**src/rtl/imm_gen_pipe.sv**
```systemverilog
// RV32I/RV64I immediate generator: combinational decode of the incoming word
// feeding a two-entry (main + skid) output buffer with a registered in_ready.
module imm_gen_pipe #(
  parameter int XLEN  = 32,
  parameter int TAG_W = 8
) (
  input  logic             clk,
  input  logic             rst_n,
  input  logic             in_valid,
  output logic             in_ready,
  input  logic [31:0]      in_inst,
  input  logic [TAG_W-1:0] in_tag,
  output logic             out_valid,
  input  logic             out_ready,
  output logic [XLEN-1:0]  out_imm,
  output logic [2:0]       out_fmt,
  output logic             out_illegal,
  output logic [TAG_W-1:0] out_tag
);

  localparam logic [2:0] FMT_NONE  = 3'd0;
  localparam logic [2:0] FMT_I     = 3'd1;
  localparam logic [2:0] FMT_S     = 3'd2;
  localparam logic [2:0] FMT_B     = 3'd3;
  localparam logic [2:0] FMT_J     = 3'd4;
  localparam logic [2:0] FMT_U     = 3'd5;
  localparam logic [2:0] FMT_SHAMT = 3'd6;

  typedef struct packed {
    logic [XLEN-1:0]  imm;
    logic [2:0]       fmt;
    logic             ill;
    logic [TAG_W-1:0] tag;
  } ent_t;

  function automatic ent_t decode(input logic [31:0] inst, input logic [TAG_W-1:0] tag);
    ent_t              e;
    logic        [6:0] opc;
    logic        [2:0] f3;
    logic              is_sh;
    logic signed [11:0] i12;
    logic signed [11:0] s12;
    logic signed [12:0] b13;
    logic signed [20:0] j21;
    logic signed [31:0] u32;
    opc   = inst[6:0];
    f3    = inst[14:12];
    is_sh = (f3 == 3'b001) || (f3 == 3'b101);
    i12   = inst[31:20];
    s12   = {inst[31:25], inst[11:7]};
    b13   = {inst[31], inst[7], inst[30:25], inst[11:8], 1'b0};
    j21   = {inst[31], inst[19:12], inst[20], inst[30:21], 1'b0};
    u32   = {inst[31:12], 12'b0};
    e.imm = '0;
    e.fmt = FMT_NONE;
    e.ill = 1'b1;
    e.tag = tag;
    if (inst[1:0] == 2'b11) begin
      case (opc)
        7'b0010011: begin
          if (is_sh) begin
            // RV32 shift amounts are 5 bits; inst[25] set there is reserved
            if (!(XLEN == 32 && inst[25])) begin
              e.fmt = FMT_SHAMT;
              e.ill = 1'b0;
              e.imm = (XLEN == 64) ? XLEN'(inst[25:20]) : XLEN'(inst[24:20]);
            end
          end else begin
            e.fmt = FMT_I;
            e.ill = 1'b0;
            e.imm = XLEN'(i12);
          end
        end
        7'b0011011: begin
          if (XLEN == 64) begin
            e.ill = 1'b0;
            if (is_sh) begin
              e.fmt = FMT_SHAMT;
              e.imm = XLEN'(inst[24:20]);
            end else begin
              e.fmt = FMT_I;
              e.imm = XLEN'(i12);
            end
          end
        end
        7'b0000011, 7'b1100111, 7'b1110011: begin
          e.fmt = FMT_I;
          e.ill = 1'b0;
          e.imm = XLEN'(i12);
        end
        7'b0100011: begin
          e.fmt = FMT_S;
          e.ill = 1'b0;
          e.imm = XLEN'(s12);
        end
        7'b1100011: begin
          e.fmt = FMT_B;
          e.ill = 1'b0;
          e.imm = XLEN'(b13);
        end
        7'b1101111: begin
          e.fmt = FMT_J;
          e.ill = 1'b0;
          e.imm = XLEN'(j21);
        end
        7'b0110111, 7'b0010111: begin
          e.fmt = FMT_U;
          e.ill = 1'b0;
          e.imm = XLEN'(u32);
        end
        default: ;
      endcase
    end
    return e;
  endfunction

  ent_t w_dec;
  logic w_acc;
  logic w_fire;
  logic w_skid_vld_nxt;

  ent_t r_main;
  logic r_main_vld;
  ent_t r_skid;
  logic r_skid_vld;
  logic r_in_ready;

  assign w_dec  = decode(in_inst, in_tag);
  assign w_acc  = in_valid && r_in_ready;
  assign w_fire = r_main_vld && out_ready;

  always_comb begin
    w_skid_vld_nxt = r_skid_vld;
    if (r_skid_vld) begin
      if (w_fire) w_skid_vld_nxt = 1'b0;
    end else if (w_acc && r_main_vld && !w_fire) begin
      w_skid_vld_nxt = 1'b1;
    end
  end

  // Stage boundary: main entry drives the outputs directly
  always_ff @(posedge clk or negedge rst_n) begin
    if (!rst_n) begin
      r_main     <= '0;
      r_main_vld <= 1'b0;
      r_skid_vld <= 1'b0;
      r_in_ready <= 1'b1;
    end else begin
      if (!r_main_vld || w_fire) begin
        if (r_skid_vld) begin
          r_main     <= r_skid;
          r_main_vld <= 1'b1;
        end else if (w_acc) begin
          r_main     <= w_dec;
          r_main_vld <= 1'b1;
        end else begin
          r_main_vld <= 1'b0;
        end
      end
      r_skid_vld <= w_skid_vld_nxt;
      r_in_ready <= !w_skid_vld_nxt;
    end
  end

  // Skid payload is only meaningful while r_skid_vld is set
  always_ff @(posedge clk) begin
    if (w_acc && r_main_vld && !w_fire) r_skid <= w_dec;
  end

  assign in_ready    = r_in_ready;
  assign out_valid   = r_main_vld;
  assign out_imm     = r_main.imm;
  assign out_fmt     = r_main.fmt;
  assign out_illegal = r_main.ill;
  assign out_tag     = r_main.tag;

endmodule
```
**config.mk**
```make
export PLATFORM = sky130hd
export DESIGN_NAME = imm_gen_pipe
export DESIGN_NICKNAME = d
export VERILOG_FILES = /design/src/rtl/imm_gen_pipe.sv
export SDC_FILE = /design/constraint.sdc
export NUM_CORES = 1
export LEC_CHECK = 0
export ABC_AREA = 0
export ABC_CLOCK_PERIOD_IN_PS = 2820
export CAP_MARGIN = 20
export CORE_MARGIN = 10
export CORE_UTILIZATION = 46
export CTS_CLUSTER_SIZE = 24
export DETAILED_ROUTE_END_ITERATION = 7
export PLACE_DENSITY = 0.76
export SLEW_MARGIN = 20
export SYNTH_ARGS = -nofsm -noshare
export SYNTH_HDL_FRONTEND = slang
export SYNTH_SLANG_ARGS = --single-unit
```
**constraint.sdc**
```tcl
create_clock -name clk -period 2.82 [get_ports clk]
set_input_delay 0.564 -clock clk [delete_from_list [all_inputs] [get_ports clk]]
set_output_delay 0.564 -clock clk [all_outputs]
set_load 0.01 [all_outputs]
```
==> metrics.txt, run 1 <==
cell types occupying the most area after synthesis sky130_fd_sc_hd__edfxtp_1 (30%), sky130_fd_sc_hd__dfrtp_1 (26%), sky130_fd_sc_hd__nand2_1 (4.4%); Max Root-Sink Buffers 2; achievable frequency 406 MHz; fraction of layout cells with a size suffix above 1 0.105; via count of the first global-routing pass 3594; number of clock sinks 91; switching power total 1770 uW; final non-filler cell area 5620 sq um; area of the core 9240 sq um; slowest cell delay on critical path 610 ps; proportion of total power due to net switching 0.357; first-pass GRT wire length 19000 um; GRT Resource Usage Total 0.164; Buf/Inv on CP 1; FF+latch count, synth 91; Skew-Pair Late Insertion Delay 360 ps; worst setup path class in -> reg; final weighted congestion in routability-driven placement 0.877; number of setup buffers added after CTS 0; Slew @ Worst Pin 631 ps; syn_area_per_cell 10.5 sq um; detailed-route vias per instance 5.57; setup tns final 0 ps; global route overflow 0; met1 layer usage reported by global route 0.215; largest net degree at the start of global routing 31; starting DRC count in detailed routing 279; clock transition at the registers of the reported paths 90 ps; launching element of the worst setup path in_inst[6]; CP endpoint kind register; initial core utilization 0.473; combinational power share 0.427; most frequent cell after synthesis sky130_fd_sc_hd__nand2_1; TritonCTS clock tree built; DIE HEIGHT 118 um; number of nets still failing antenna checks after routing 0; run status finished clean; Hold Vio Cnt, Final 0; Max-cap violations 0; input/output buffers 89; antenna violations before repair 0; gate count after technology mapping 416; Synth top cells by count sky130_fd_sc_hd__nand2_1 (51), sky130_fd_sc_hd__dfrtp_1 (46), sky130_fd_sc_hd__edfxtp_1 (44); net total in the final layout 552; met2 track demand over resource 0.253; commonest register cell after synthesis sky130_fd_sc_hd__dfrtp_1; post-detailed-route wirelength per cell 18.2 um; count of vias placed by the detailed router 3578; largest area contributor in the netlist sky130_fd_sc_hd__edfxtp_1; kind of start point of the critical path input port; post-detailed-route DRC marker count 0; DR pass1 iterations 5; routing layer with the top usage in global route met2; required arrival time at the worst endpoint 2900 ps; Final period util 0.873; Resize count post-CTS 0; CP Data Arrival Time 2540 ps; biggest fanout along the worst timing path 23; Yosys warnings 0; Post-Synthesis Net Count 460; root cell of the clock tree sky130_fd_sc_hd__clkbuf_8; row count 35; die width 118 um; count of inserted antenna diode cells 0; Die Outline Area 13800 sq um; Hold Path Class in -> async; Period minus WS final 2460 ps; asr flop ratio synth 0.516; post-synthesis sequential area ratio 0.571; Pwr per Cell Area 883 nW/um^2; Detailed Place HPWL 8500 um; placed standard-cell area 5440 sq um; setup repair after global routing missed its margin no; part of the total power dissipated in the clock network 0.163; category of cells accounting for the largest share of critical-path delay compound AO/OA/AOI/OAI gates; setup skew after layout 11.3 ps; pins over their slew limit 0; Inserted Clock Buffers 9; total of endpoints with negative setup slack in the final report 0; I/O pin count 90; global-route met3 utilization 0.0436; count of flip-flops with a built-in enable after synthesis 44; Reg power frac 0.410; worst ir drop on vdd 0.000573 V; static leakage 0.00220 uW; P&R area growth vs syn 28.5%; summed instance area of the synthesized netlist 4370 sq um; hold buffer count at CTS 0; cells along the critical path clkdlybuf4s50_1 -> and3_1 -> a21oi_1 -> o22ai_1 -> a21oi_4 -> o21ai_0; Routed Wire Length 11700 um; distinct cell type count after synthesis 60; Internal 3190 uW; Slew Limit Headroom 0.579; slowest cell on the critical path sky130_fd_sc_hd__clkdlybuf4s50_1; portion of synthesized cell area occupied by the leading cell type 0.302; maximum level of the CTS H-tree 3; launching point of the worst reg2reg path r_skid_vld
-- cell families (layout without fill, tap and decap cells) --
family                    Yosys count  count (layout)  synth area share
DFF                                91              91             0.571
AOI/OAI and AO/OA                 114             114             0.181
muxes                              11              11            0.0252
and+or+nand+nor                   160             160             0.178
xor gates and xnor gates            1               1           0.00200
buffers and inverters              39             136            0.0423
-- stage by stage --
stage,utilization,instances,power (uW),worst slack (ps),hold WS [ps]
floorplan,-,416,3100,392,268
detailed placement,0.589,626,4200,75.6,470
finish,0.608,642,4960,359,160
global placement,0.589,626,4130,180,460
CTS,0.608,642,5000,412,178
global route,0.608,642,5260,199,184
-- final timing paths --
path,end,slack (ps),cells after the start
setup / recovery,r_skid[35],360,6
hold / removal,out_tag[3],160,1
setup reg to reg,out_imm[28],880,7
hold reg to reg,out_tag[1],480,2
max in group asynchronous,in_ready,2010,2
min in group clk,out_tag[1],480,2
-- area by class of cell --
class / count / area (sq um)
Sequential cell: 91 / 2500
Tap cell: 129 / 161
Inverter: 11 / 43.8
Multi-Input combinational cell: 286 / 1700
Timing Repair Buffer: 109 / 1040
Clock inverter: 7 / 51.3
Clock buffer: 9 / 124
Fill cell: 767 / 3620
-- power by group through the flow --
stage / sequential, uW / combinational [uW] / clock [uW]
after floorplan: 2180 / 923 / 0
after global placement: 2040 / 2090 / 0
after detailed placement: 2060 / 2140 / 0
after CTS: 2040 / 2150 / 815
after global routing: 2080 / 2300 / 881
final: 2030 / 2120 / 811
-- routing by layer --
layer	share of wire	up-vias
met5	0	-
met4	0.015	0
met3	0.086	19
met2	0.47	180
met1	0.43	1690
li1	-	1689
-- worst register-to-register path, stage by stage (launching register included) --
cell                       delay [ps]
sky130_fd_sc_hd__dfrtp_1          390
sky130_fd_sc_hd__inv_1            240
sky130_fd_sc_hd__buf_4            350
sky130_fd_sc_hd__nand3_2          200
sky130_fd_sc_hd__nor2_1           140
sky130_fd_sc_hd__buf_4            210
sky130_fd_sc_hd__a211oi_1         100
sky130_fd_sc_hd__a21boi_0         150
-- layout by cell type (no fill, tap or decap), types with 3 or more instances in the layout --
cell type                         count
sky130_fd_sc_hd__dfrtp_1             46
sky130_fd_sc_hd__nor2b_1              4
sky130_fd_sc_hd__nand3_1              6
sky130_fd_sc_hd__clkbuf_8             9
sky130_fd_sc_hd__buf_4               20
sky130_fd_sc_hd__clkdlybuf4s50_1     88
sky130_fd_sc_hd__inv_1               10
sky130_fd_sc_hd__a21boi_0            11
sky130_fd_sc_hd__edfxtp_1            44
sky130_fd_sc_hd__nor3b_1              6
sky130_fd_sc_hd__and3_1               8
sky130_fd_sc_hd__nor2_1              42
sky130_fd_sc_hd__nand2b_1             3
sky130_fd_sc_hd__mux2i_1             11
sky130_fd_sc_hd__a2bb2oi_1            6
sky130_fd_sc_hd__a21oi_1             15
sky130_fd_sc_hd__a211oi_1            19
sky130_fd_sc_hd__a22o_1               4
sky130_fd_sc_hd__nor3_1              21
sky130_fd_sc_hd__nand2_1             51
sky130_fd_sc_hd__o31ai_1              3
sky130_fd_sc_hd__o21ai_0             33
-- flip-flops by register name, indices dropped and copies added, names as in the netlist --
signal	count
r_skid_vld	1
out_valid	1
out_illegal	1
out_tag	8
in_ready	1
r_skid	44
out_fmt	3
out_imm	32
Power figures use the tool's default switching activity.
==> inputs of run 2 (changes only) <==
- ABC_CLOCK_PERIOD_IN_PS: 2820 -> 2400
- CORE_UTILIZATION: 46 -> 51
- PLACE_DENSITY: 0.76 -> 0.8
- REMOVE_ABC_BUFFERS: default -> 1
- clock period: 2.82 -> 2.4 ns (I/O delays scaled with it)
==> run 2 against run 1 <==
Net effect:
- flip-flop and latch count stayed put
- die area down 8.2%
- clock skew decreased by 6.9 ps
- first-iteration DRC count fell by 6.1%
- largest cell class unchanged
- largest power group unchanged
- utilization rose by 8.9 points
- via count is 2.8% higher
- global-route usage is 2.0 points higher
- sequential power is 17% higher
- final cell count fell by 1.1%
==> metrics.txt, run 2 (synthesis results as in run 1) <==
detailed-route vias per instance 5.79; multi-input gate area in the final layout 1700 sq um; worst setup path class in -> reg; Hold Path Class in -> async; I/O pin count 90; required arrival time at the worst endpoint 2660 ps; die width 113 um; Die Outline Area 12700 sq um; switching power total 2070 uW; Hold Vio Cnt, Final 0; CP endpoint kind register; biggest fanout along the worst timing path 10; pins over their slew limit 0; Skew-Pair Late Insertion Delay 360 ps; CP Data Arrival Time 2380 ps; area of the core 8300 sq um; combinational power share 0.424; number of clock sinks 91; post-detailed-route DRC marker count 0; first-pass GRT wire length 19100 um; TritonCTS clock tree built; core occupancy in the finished layout 0.697; maximum level of the CTS H-tree 3; row count 33; count of vias placed by the detailed router 3677; count of inserted antenna diode cells 0; proportion of total power due to net switching 0.340; input/output buffers 89; fill cell instance count of the final layout 632; Final period util 0.881; Max Root-Sink Buffers 2; static leakage 0.00231 uW; total of endpoints with negative setup slack in the final report 0; setup skew after layout 4.36 ps; largest net degree at the start of global routing 37; clock transition at the registers of the reported paths 90 ps; Sequential Area 2500 sq um; post-detailed-route wirelength per cell 18.8 um; hold buffer count at CTS 0; Slew Limit Headroom 0.415; Detailed Place HPWL 8290 um; number of setup buffers added after CTS 0; Inserted Clock Buffers 9; setup repair after global routing missed its margin no; initial core utilization 0.527; part of the total power dissipated in the clock network 0.185; final weighted congestion in routability-driven placement 0.882; via count of the first global-routing pass 3747; net total in the final layout 569; Hold Worst Slack 122 ps; starting DRC count in detailed routing 262; Pwr per Cell Area 1050 nW/um^2; global route overflow 0; achievable frequency 473 MHz; top register by number of flip-flops r_skid; Slew @ Worst Pin 875 ps; Period minus WS final 2110 ps; DIE HEIGHT 113 um; GRT Resource Usage Total 0.184; Internal 4020 uW; final non-filler cell area 5790 sq um; kind of start point of the critical path input port; top library cells by usage in the layout, fill and taps aside sky130_fd_sc_hd__clkdlybuf4s50_1 (88), sky130_fd_sc_hd__nand2_1 (51), sky130_fd_sc_hd__dfrtp_1 (46); most common cell after layout, fill and taps aside sky130_fd_sc_hd__clkdlybuf4s50_1; Max-cap violations 0; DR pass1 iterations 5; Reg power frac 0.391; placed standard-cell area 5580 sq um; Routed Wire Length 11900 um; number of nets still failing antenna checks after routing 0; P&R area growth vs syn 32.4%; fraction of layout cells with a size suffix above 1 0.130; run status finished clean; Resize count post-CTS 0; number of flip-flops in the largest register 44; antenna violations before repair 0; root cell of the clock tree sky130_fd_sc_hd__clkbuf_8; worst ir drop on vdd 0.000536 V
-- run 2: final cells by class --
cell class | instances | area share
Clock buffer | 11 | 0.0227
Clock inverter | 5 | 0.0134
Multi-Input combinational cell | 286 | 0.294
Inverter | 11 | 0.00757
Sequential cell | 91 | 0.432
Timing Repair Buffer | 126 | 0.208
Tap cell | 105 | 0.0227
-- run 2: per-stage QoR --
step / total power (uW) / setup WS [ps] / setup TNS [ps] / std cells
floorplan: 3580 / -661 / -40220 / 388
global placement: 4930 / 9.11 / 0 / 619
detailed placement: 5010 / -97.6 / -545 / 619
CTS: 6120 / 298 / 0 / 635
global route: 6460 / 80.5 / 0 / 635
finish: 6090 / 286 / 0 / 635
-- run 2: worst max-delay path, cell delays in order --
cell and delay [ps]:
sky130_fd_sc_hd__clkdlybuf4s50_1 430, sky130_fd_sc_hd__buf_4 180, sky130_fd_sc_hd__nor4bb_1 420, sky130_fd_sc_hd__o21ai_0 160, sky130_fd_sc_hd__o21ai_1 220, sky130_fd_sc_hd__a21oi_2 190
sky130_fd_sc_hd__a211oi_1 300
-- run 2: layer usage --
metal	wire, um	global-route usage	vias to the layer above
met2	5790	0.304	152
met4	144	0.0448	0
met5	0	0	-
met3	1000	0.0607	15
li1	-	-	1723
met1	5010	0.228	1787
-- run 2: final timing paths --
path / start / endpoint / slack, ps / depth (start not counted)
max: in_inst[4] / out_imm[16] / 290 / 7
min: rst_n / out_tag[5] / 120 / 1
max reg2reg: in_ready / out_imm[22] / 370 / 5
min reg2reg: out_tag[2] / out_tag[2] / 480 / 2
max in group asynchronous: rst_n / in_ready / 1590 / 2
min in group clk: out_tag[2] / out_tag[2] / 480 / 2
-- run 2: power groups by stage --
stage          registers [uW]  clock network [uW]  logic, uW
6_report                 2380                1130       2580
5_1_grt                  2440                1210       2820
4_1_cts                  2380                1130       2610
3_5_place_dp             2410                   0       2600
3_3_place_gp             2390                   0       2540
2_1_floorplan            2600                   0        985
